File: config.mk
export PLATFORM = sky130hd
export DESIGN_NAME = store_merge_unit
export DESIGN_NICKNAME = d
export VERILOG_FILES = /design/src/rtl/store_merge_unit.sv
export SDC_FILE = /design/constraint.sdc
export NUM_CORES = 1
export LEC_CHECK = 0
export CAP_MARGIN = 10
export CELL_PAD_IN_SITES_DETAIL_PLACEMENT = 1
export CELL_PAD_IN_SITES_GLOBAL_PLACEMENT = 1
export CORE_MARGIN = 4
export CORE_UTILIZATION = 50
export CTS_BUF_LIST = sky130_fd_sc_hd__clkbuf_2 sky130_fd_sc_hd__clkbuf_4 sky130_fd_sc_hd__clkbuf_8
export DETAILED_ROUTE_END_ITERATION = 7
export DONT_BUFFER_PORTS = 1
export GPL_TIMING_DRIVEN = 0
export PLACE_DENSITY_LB_ADDON = 0.1
export SLEW_MARGIN = 20
export SYNTH_ARGS = -nofsm -noshare
export SYNTH_HDL_FRONTEND = slang
export SYNTH_SLANG_ARGS = --single-unit
File: constraint.sdc
create_clock -name clk -period 1.9 [get_ports clk]
set_clock_uncertainty 0.05 [all_clocks]
set_input_delay 0.19 -clock clk [delete_from_list [all_inputs] [get_ports clk]]
set_output_delay 0.19 -clock clk [all_outputs]
set_load 0.1 [all_outputs]
File: src/rtl/store_merge_unit.sv
// rtl/store_merge_unit.sv - read-modify-write store narrowing for a word-only data memory
//
// Purpose: accepts an SB/SH/SW store and narrows the register value to the
// addressed big-endian byte or halfword lane. That lane is merged into the
// existing memory word by a read followed by a write, because the memory has
// no byte enables. Word stores skip the read. Misaligned or reserved-size
// requests are rejected without touching memory.
//
// Ports:
//   clk, rst         rising-edge clock, asynchronous active-low reset
//   req_valid/ready  store request handshake; ready only while idle
//   req_addr         byte address
//   req_size         00 byte, 01 halfword, 10 word, 11 reserved
//   req_data         register value (low byte/halfword used for narrow stores)
//   req_done         one-cycle pulse when the store has committed
//   req_err          one-cycle pulse on a misaligned or reserved-size request
//   mem_addr         word-aligned memory address
//   mem_rd / mem_wr  read / write strobes, held until mem_ack
//   mem_wdata        full merged word
//   mem_rdata        read data, valid with mem_ack during a read
//   mem_ack          memory completion, one or more cycles after the strobe
module store_merge_unit #(
  parameter int DATA_SIZE = 32,
  parameter int ADDR_SIZE = 32
) (
  input  logic                 clk,
  input  logic                 rst,
  input  logic                 req_valid,
  output logic                 req_ready,
  input  logic [ADDR_SIZE-1:0] req_addr,
  input  logic [1:0]           req_size,
  input  logic [DATA_SIZE-1:0] req_data,
  output logic                 req_done,
  output logic                 req_err,
  output logic [ADDR_SIZE-1:0] mem_addr,
  output logic                 mem_rd,
  output logic                 mem_wr,
  output logic [DATA_SIZE-1:0] mem_wdata,
  input  logic [DATA_SIZE-1:0] mem_rdata,
  input  logic                 mem_ack
);

  localparam int SHW = $clog2(DATA_SIZE);

  typedef enum logic [2:0] {
    S_IDLE,
    S_READ,
    S_WRITE,
    S_DONE,
    S_ERR
  } state_t;

  state_t state_q, state_d;

  logic [ADDR_SIZE-1:0] addr_q;
  logic [DATA_SIZE-1:0] wdata_q;
  logic [1:0]           off_q;
  logic                 half_q;
  logic [15:0]          data_q;

  logic                 accept;
  logic                 bad_req;
  logic [SHW-1:0]       shift;
  logic [DATA_SIZE-1:0] lane_mask;
  logic [DATA_SIZE-1:0] lane_data;
  logic [DATA_SIZE-1:0] merged;

  assign accept = req_valid && (state_q == S_IDLE);

  always_comb begin
    bad_req = 1'b0;
    case (req_size)
      2'b01:   bad_req = req_addr[0];
      2'b10:   bad_req = (req_addr[1:0] != 2'b00);
      2'b11:   bad_req = 1'b1;
      default: bad_req = 1'b0;
    endcase
  end

  always_comb begin
    state_d   = state_q;
    req_ready = 1'b0;
    req_done  = 1'b0;
    req_err   = 1'b0;
    mem_rd    = 1'b0;
    mem_wr    = 1'b0;
    case (state_q)
      S_IDLE: begin
        req_ready = 1'b1;
        if (req_valid) begin
          if (bad_req)                state_d = S_ERR;
          else if (req_size == 2'b10) state_d = S_WRITE;
          else                        state_d = S_READ;
        end
      end
      S_READ: begin
        mem_rd = 1'b1;
        if (mem_ack) state_d = S_WRITE;
      end
      S_WRITE: begin
        mem_wr = 1'b1;
        if (mem_ack) state_d = S_DONE;
      end
      S_DONE: begin
        req_done = 1'b1;
        state_d  = S_IDLE;
      end
      S_ERR: begin
        req_err = 1'b1;
        state_d = S_IDLE;
      end
      default: state_d = S_IDLE;
    endcase
  end

  // Big-endian lanes: byte offset 0 is the most significant byte, halfword
  // offset 0 is the upper half.
  always_comb begin
    shift = '0;
    if (half_q) begin
      shift = off_q[1] ? SHW'(0) : SHW'(16);
    end else begin
      case (off_q)
        2'd0:    shift = SHW'(24);
        2'd1:    shift = SHW'(16);
        2'd2:    shift = SHW'(8);
        default: shift = SHW'(0);
      endcase
    end
    lane_mask = (half_q ? DATA_SIZE'(16'hFFFF) : DATA_SIZE'(8'hFF)) << shift;
    lane_data = (half_q ? DATA_SIZE'(data_q) : DATA_SIZE'(data_q[7:0])) << shift;
    merged    = (mem_rdata & ~lane_mask) | (lane_data & lane_mask);
  end

  always_ff @(posedge clk or negedge rst) begin
    if (!rst) state_q <= S_IDLE;
    else      state_q <= state_d;
  end

  always_ff @(posedge clk or negedge rst) begin
    if (!rst) begin
      addr_q  <= '0;
      wdata_q <= '0;
      off_q   <= '0;
      half_q  <= 1'b0;
      data_q  <= '0;
    end else begin
      if (accept && !bad_req) begin
        addr_q <= {req_addr[ADDR_SIZE-1:2], 2'b00};
        off_q  <= req_addr[1:0];
        half_q <= req_size[0];
        data_q <= req_data[15:0];
        if (req_size == 2'b10) wdata_q <= req_data;
      end
      if ((state_q == S_READ) && mem_ack) wdata_q <= merged;
    end
  end

  assign mem_addr  = addr_q;
  assign mem_wdata = wdata_q;

endmodule

==> metrics, run 1 <==
grt total ovfl 0; first-pass GRT wire length 20.3 mm; Die Span Y 96.5 um; setup ws final -0.185 ns; RD Place Congestion 0.827; fin. max-slew vios 0; xor and xnor fraction of the mapped netlist area 0%; Sink Count 84; WL final between 15 and 20 mm; fillers roughly 740; Slew Limit Headroom ~25%; Post-synth EDFFs 0; Crit path required time 1.66 ns; Yosys warnings 0; Wirelength per Cell ~29 um; vias in the first global route 3,769; fin crit period 2.08 ns; synth cell count leaders dfrtp_1 (84), mux2_2 (39), nand3_1 (30); Least-Margin Pin Slew 1.12 ns; mux cell area share after synthesis between 20% and 30%; cts bufs inserted 9; DP HPWL between 8 and 9 mm; final hold vios 84; largest net degree at the start of global routing 85; Area Growth Syn to Fin 39.5%; Max clock buf depth 2; Synth top area share 53.6%; hold slack -0.552 ns; failing checks negative hold slack, negative setup slack; Top FF cell, synth dfrtp_1; setup TNS -2.04 ns; Row Count 32; main combinational cell family by area after synthesis multiplexers; Die ar. 0.00932 mm^2; worst r2r dst mem_wdata[4]; Mean Syn Cell Area 11.8 um^2; dpl cell area 0.00409 mm^2; antenna violations before repair 2; drt first pass iters 6; Worst Reg-to-Reg Cells 10; adder-cell area share of the yosys netlist 0%; Worst Path Arrival 1.84 ns; layout cell share with drive strength beyond 1 33.4%; final clock period utilization by the worst path 110%; nets 534; GRT Total Usage approximately 30%; most repeated cell in the gate-level netlist after synthesis dfrtp_1; First DRT Iteration DRCs 198; Post-Synth Simple-Gate Area ~11%; Synth async-reset ratio 100%; vias after detailed routing between 3,000 and 4,000; Hold WC Path Type input port to async pin; maxcap violations 0; H-tree levels 3; drt drc 0; Clock Latency Late Sink between 0.3 and 0.4 ns; Synth cell types 33; Netlist Area Pre-Place 0.00392 mm^2; worst reg2reg path startpoint state_q[1]; maximum clock rate 0.480 GHz; RSZ-0062 raised after global routing yes; reg2reg setup slack -0.09 ns; Clk pin slew, worst setup/hold paths approximately 0.1 ns; DR vias/cell 6.35; CTS tree built; clock root cell clkbuf_8; ANT nets after route 0; Ports 171; Core Area 0.00769 mm^2; final instance area 0.00547 mm^2; WS Path Type register to primary output; Initial Util 51.0%; Seq/Total Area, Yosys 53.6%; IO buf count 0; worst-path fanout max 7; status finished with violations; largest area contributor in the netlist dfrtp_1; Setup crit end kind primary output; Synth area leaders dfrtp_1 (54%), mux2_2 (11%), mux2i_1 (5.4%); Compound-Gate Fraction of Synth Area 11.2%; Critical Path Start Type register; synthesis-stage register bit count 84; Syn Inst Count 331; Die Width 96.5 um; Final setup violation count 34
## metrics by stage
stage               setup slack [ns]  util, %  std cells
finish                        -0.185     71.1        541
global route                  -0.226     71.1        541
CTS                           -0.130     67.2        530
detailed placement            -0.178     53.2        434
global placement              -0.328     52.9        434
floorplan                     -0.260        -        332
## critical path, stage by stage (launching register included)
cell     delay, ns
dfrtp_1       0.41
buf_6         0.16
nor3b_4       0.90
## cell usage in the layout (no fill, tap or decap), drive strengths merged, types with 2 or more instances in the layout
master,count
o221ai,16
nor2,21
nand2,27
mux2,49
dfrtp,84
a21oi,4
buf,39
conb,2
clkbuf,16
nand2b,3
diode,2
dlygate4sd3,68
mux2i,21
clkinvlp,2
nor3,3
clkinv,2
o211ai,27
inv,5
o21ai,2
o22ai,5
nand3,30
nor3b,2
## flip-flops by register name (all words and copies together) (netlist names)
| register | cells |
|---|---|
| mem_addr | 30 |
| state_q | 3 |
| half_q | 1 |
| data_q | 16 |
| off_q | 2 |
| mem_wdata | 32 |
## routing by layer
metal / global-route usage [%] / up-vias / part of all wire, % / routed length, um
met5: 0 / - / 0 / 0
met4: 15.0 / 0 / 3.7 / 570
met3: 9.22 / 42 / 8.8 / 1350
met2: 51.9 / 189 / 53 / 8110
met1: 32.9 / 1770 / 35 / 5390
li1: - / 1432 / - / -
## worst max-delay path by stage
stage	from	to	cells past startpoint
5_1_grt	state_q[0]	req_err	2
3_3_place_gp	state_q[2]	req_done	2
4_1_cts	state_q[2]	req_err	1
2_1_floorplan	state_q[2]	mem_rd	2
6_report	state_q[0]	req_err	2
3_5_place_dp	state_q[2]	mem_wdata[31]	6
## layout make-up
class                   count  area, um^2  area share, %
flip-flops and latches     84        2100           38.5
multi-input cells         221        1860           34.0
repair buffers             89         950           17.4
plain buffers              25         229           4.19
well taps                 102         128           2.33
clock buffers               9         124           2.27
clock inverters             7        60.1           1.10
inverters                   2        10.0          0.183
diodes                      2        5.00         0.0915
## cell families after synthesis
logic type      after synthesis
simple gates                 91
mux                          70
flops                        84
buf+inv                      27
compound gates               58
other cells                   1
## what timing repair did
item | CTS | global route
cloned | 1 | 3
endpoints found under the hold margin | 162 | 85
hold buffers | 67 | 1
pin swaps | 4 | 22
setup buffers | 12 | 5
gates resized for setup | 35 | 55
setup endpoints to repair | 47 | 65
Power of run 1 is left out: the tool's default activity adds up to more than one toggle a clock period on the data nets, which glitch-free logic cannot reach.
==> run 2, diff against run 1 <==
--- a/config.mk
+++ b/config.mk
@@ -14,7 +14,7 @@
 export DETAILED_ROUTE_END_ITERATION = 7
 export DONT_BUFFER_PORTS = 1
 export GPL_TIMING_DRIVEN = 0
-export PLACE_DENSITY_LB_ADDON = 0.1
+export PLACE_DENSITY = 0.86
 export SLEW_MARGIN = 20
 export SYNTH_ARGS = -nofsm -noshare
 export SYNTH_HDL_FRONTEND = slang
==> metrics, run 2 (same netlist as run 1, synthesis figures left out) <==
status finished with violations; failing checks negative hold slack, negative setup slack; Area Growth Syn to Fin 31.2%; met1 WL 4.98 mm (-7.5%); CTS tree built; met3 WL post-DR 1.39 mm (+3.0%); pre-CTS setup slack -0.251 ns (-0.0733 ns); Hold WC Path Type input port to async pin; worst-path fanout max 8 (+1); slowest CP cell nor3b_4; Core Area 0.00769 mm^2 (unchanged); Crit path required time 1.66 ns (about the same); WL final 14.4 mm (-6.7%); highest metal layer with signal wires met4; Wirelength per Cell 27.5 um (-3.5%); clock root cell clkbuf_8; First DRT Iteration DRCs 146 (-26%); RSZ-0062 raised after global routing yes; DP HPWL 8.47 mm (+2.0%); WS Path Type register to primary output; final clock period utilization by the worst path 104% (-5.5 points); drt drc 0 (unchanged); wire length on met2 7.49 mm (-7.7%); Die ar. 0.00932 mm^2 (unchanged); fin. max-slew vios 0 (unchanged); most used cells in the layout excluding fill and tap cells dfrtp_1 (83), dlygate4sd3_1 (64), mux2_2 (39); worst r2r dst data_q[4]; nets 519 (-2.8%); largest net degree at the start of global routing 85 (unchanged); Slew Limit Headroom 30.0% (+4.9 points); Clk pin slew, worst setup/hold paths 0.10 ns (about the same); # hold bufs at CTS 64 (-4.5%); Final setup violation count 3 (-91%); Critical Path Start Type register; IO buf count 0 (unchanged); cts bufs inserted 9 (unchanged); H-tree levels 3 (unchanged); Largest stage delay, worst path 0.87 ns (-0.03 ns); layout cell share with drive strength beyond 1 27.6% (-5.9 points); diode count 0 (-2); Worst Reg-to-Reg Cells 6 (-4); vias in the first global route 3,643 (-3.3%); grt total ovfl 0 (unchanged); final hold vios 84 (unchanged); reg2reg setup slack 0.01 ns (+0.10 ns); Ports 171 (unchanged); maximum clock rate 0.505 GHz (+5.2%); Max clock buf depth 2 (unchanged); setup TNS -0.126 ns (+1.91 ns); Sink Count 84 (unchanged); Least-Margin Pin Slew 1.05 ns (-0.0737 ns); Die Span Y 96.5 um (unchanged); Worst Path Arrival 1.74 ns (-0.10 ns); drt first pass iters 4 (-2); setup ws final -0.0812 ns (+0.104 ns); most common cell after layout, fill and taps aside dfrtp_1; Row Count 32 (unchanged); hold slack -0.530 ns (+0.0215 ns); Initial Util 51.0% (unchanged); worst reg2reg path startpoint state_q[2]; Die Width 96.5 um (unchanged); Clock Latency Late Sink 0.35 ns (-0.02 ns); number of flip-flops in the largest register 32 (unchanged); DR vias/cell 6.33 (-0.20%); GRT Total Usage 30.4% (+0.48 points); antenna violations before repair 0 (-2); vias after detailed routing 3,312 (-3.5%); first-pass GRT wire length 20.7 mm (+1.9%); ANT nets after route 0 (unchanged); fin crit period 1.98 ns (-0.104 ns); cells along the critical path buf_6, nor3b_4; Setup crit end kind primary output; RD Place Congestion 0.860 (+3.9%); maxcap violations 0 (unchanged)
[run 2: area by class of cell]
cell class | instances | area, um^2
buffer | 25 | 214
clock buffer | 10 | 131
clock inverter | 5 | 53.8
fill | 762 | 2540
inverter | 2 | 10.0
multi-input combinational | 221 | 1790
sequential | 84 | 2100
tap | 102 | 128
timing repair buffer | 74 | 716
[run 2: metrics by stage]
step                hold WS [ns]  std cells  util [%]  instance area (um^2)
finish                    -0.530        523      66.9                  5140
global route              -0.553        523      66.9                  5140
CTS                       -0.540        516      64.9                  4990
detailed placement        -0.154        434      53.2                  4090
global placement          -0.154        434      52.9                  4070
floorplan                 -0.156        332         -                  3940
[run 2: routing by layer]
layer,GRT usage [%],vias to the layer above
met5,0,-
met1,34.0,1685
li1,-,1384
met3,9.68,47
met2,52.8,196
met4,13.6,0
[run 2: worst max path at each step]
| stage | from | depth (start not counted) | to | slack (ns) |
|---|---|---|---|---|
| 6_report | state_q[0] | 2 | req_err | -0.08 |
| 5_1_grt | state_q[0] | 2 | req_err | -0.13 |
| 4_1_cts | state_q[1] | 2 | req_err | -0.08 |
| 3_5_place_dp | state_q[2] | 6 | mem_wdata[31] | -0.25 |
| 3_3_place_gp | state_q[2] | 2 | mem_rd | -0.33 |
| 2_1_floorplan | state_q[2] | 2 | mem_rd | -0.26 |
[run 2: timing repair]
item | 4_1_cts | 5_1_grt
gates resized for setup | 20 | 38
endpoints found under the hold margin | 162 | 84
pin swaps | 2 | 5
buffers inserted | 3 | 7
endpoints found under the setup margin | 47 | 47
[run 2: worst max-delay path, delay by kind of cell (launching register included)]
kind                   cells  cell delay, ns
buffers and inverters      1            0.15
DFF                        1            0.38
and+or+nand+nor            1            0.87
Power of run 2 is left out for the same reason.
==> run 3, diff against run 2 <==
==> constraint.sdc (replaced) <==
create_clock -name clk -period 1.85 [get_ports clk]
set_clock_uncertainty 0.05 [all_clocks]
set_input_delay 0.185 -clock clk [delete_from_list [all_inputs] [get_ports clk]]
set_output_delay 0.185 -clock clk [all_outputs]
set_load 0.1 [all_outputs]
==> metrics, run 3 (same netlist as run 1, synthesis figures left out) <==
cells along the critical path buf_6, nor3b_4; Crit path required time 1.62 ns (-0.04 ns); Max clock buf depth 2 (unchanged); Initial Util 51.0% (unchanged); Wirelength per Cell 26.1 um (-5.2%); Clk pin slew, worst setup/hold paths 0.10 ns (about the same); Die Span Y 96.5 um (unchanged); most common cell after layout, fill and taps aside dfrtp_1; Least-Margin Pin Slew 1.05 ns (+0.00428 ns); cts bufs inserted 9 (unchanged); fillers 775 (+1.7%); # hold bufs at CTS 64 (unchanged); first-pass GRT wire length 19.4 mm (-6.2%); failing checks negative hold slack, negative setup slack; DP HPWL 8.47 mm (unchanged); clock root cell clkbuf_8; IO buf count 0 (unchanged); Core Area 0.00769 mm^2 (unchanged); final clock period utilization by the worst path 108%; layout cell share with drive strength beyond 1 27.4% (-0.17 points); Die ar. 0.00932 mm^2 (unchanged); hold slack -0.538 ns (-0.00819 ns); Die Width 96.5 um (unchanged); RSZ-0062 raised after global routing yes; GRT Total Usage 28.2% (-2.2 points); DR vias/cell 6.25 (-1.3%); vias after detailed routing 3,270 (-1.3%); Worst Path Arrival 1.77 ns (+0.03 ns); status finished with violations; CTS tree built; setup TNS -0.527 ns (-0.401 ns); Row Count 32 (unchanged); number of flip-flops in the largest register 32 (unchanged); setup ws final -0.154 ns (-0.0730 ns); worst reg2reg path startpoint state_q[0]; First DRT Iteration DRCs 103 (-29%); Final setup violation count 9 (+6); reg2reg setup slack -0.06 ns (-0.07 ns); Critical Path Start Type register; final instance area 0.00516 mm^2 (+0.39%); maximum clock rate approximately 0.50 GHz; grt total ovfl 0 (unchanged); Ports 171 (unchanged); ANT nets after route 0 (unchanged); most used cells in the layout excluding fill and tap cells dfrtp_1 (83), dlygate4sd3_1 (64), mux2_2 (39); H-tree levels 3 (unchanged); drt first pass iters 4 (unchanged); worst r2r dst mem_wdata[25]; Clock Latency Late Sink 0.35 ns (about the same); largest net degree at the start of global routing 85 (unchanged); Sink Count 84 (unchanged); fin crit period 2.00 ns; Largest stage delay, worst path 0.87 ns (about the same); nets 518 (-0.19%); WL final 13.6 mm (-5.2%); source of the critical timing path state_q[0]; Hold WC Path Type input port to async pin; dpl cell area 0.00409 mm^2 (unchanged); Setup crit end kind primary output; Worst Reg-to-Reg Cells 7 (+1); maxcap violations 0 (unchanged); slowest CP cell nor3b_4; Area Growth Syn to Fin 31.8%; worst-path fanout max 8 (unchanged); vias in the first global route 3,571 (-2.0%); Slew Limit Headroom 29.7% (-0.29 points); antenna violations before repair 1 (+1); fin. max-slew vios 0 (unchanged); RD Place Congestion 0.860 (unchanged); pre-CTS setup slack -0.301 ns (-0.0500 ns); WS Path Type register to primary output; fin util 67.2% (+0.26 points); drt drc 0 (unchanged); final hold vios 84 (unchanged)
-- run 3: repair_timing --
| item | CTS | global route |
|---|---|---|
| endpoints found under the hold margin | 162 | 84 |
| setup endpoints to repair | 47 | 77 |
| gates resized for setup | 26 | 38 |
| setup buffers | 4 | 6 |
| pin swaps | 4 | 8 |
-- run 3: how the worst max path moves through the flow --
stage	endpoint	slack (ns)	cells after the start
global route	req_err	-0.19	2
floorplan	mem_rd	-0.31	2
global placement	mem_rd	-0.37	2
detailed placement	mem_wdata[31]	-0.30	6
CTS	req_err	-0.13	2
finish	req_err	-0.15	2
-- run 3: layout make-up --
type                            instances  area (um^2)  share of cell area (%)
Inverter                                2         12.5                   0.242
Timing Repair Buffer                   74          719                    13.9
Sequential cell                        84         2100                    40.7
Clock buffer                           10          131                    2.54
Tap cell                              102          128                    2.47
Multi-Input combinational cell        221         1780                    34.4
Antenna cell                            1         2.50                  0.0484
Clock inverter                          5         53.8                    1.04
Buffer                                 24          238                    4.60
-- run 3: metrics by stage --
step | std cells | hold slack, ns
global route | 523 | -0.554
detailed placement | 434 | -0.159
floorplan | 332 | -0.161
finish | 523 | -0.538
global placement | 434 | -0.159
CTS | 517 | -0.545
-- run 3: per-layer routing --
metal	vias to the layer above	share of wire, %	GRT usage (%)
li1	1389	-	-
met1	1686	35	31.1
met2	162	53	49.4
met3	33	9.1	9.53
met4	0	2.8	11.8
met5	-	0	0
-- run 3: critical path, delay by kind of cell (launching register included) --
kind | cells | cell delay (ns)
buffers and inverters | 1 | 0.16
AND/OR/NAND/NOR | 1 | 0.87
flip-flops | 1 | 0.39
Power of run 3 is left out for the same reason.
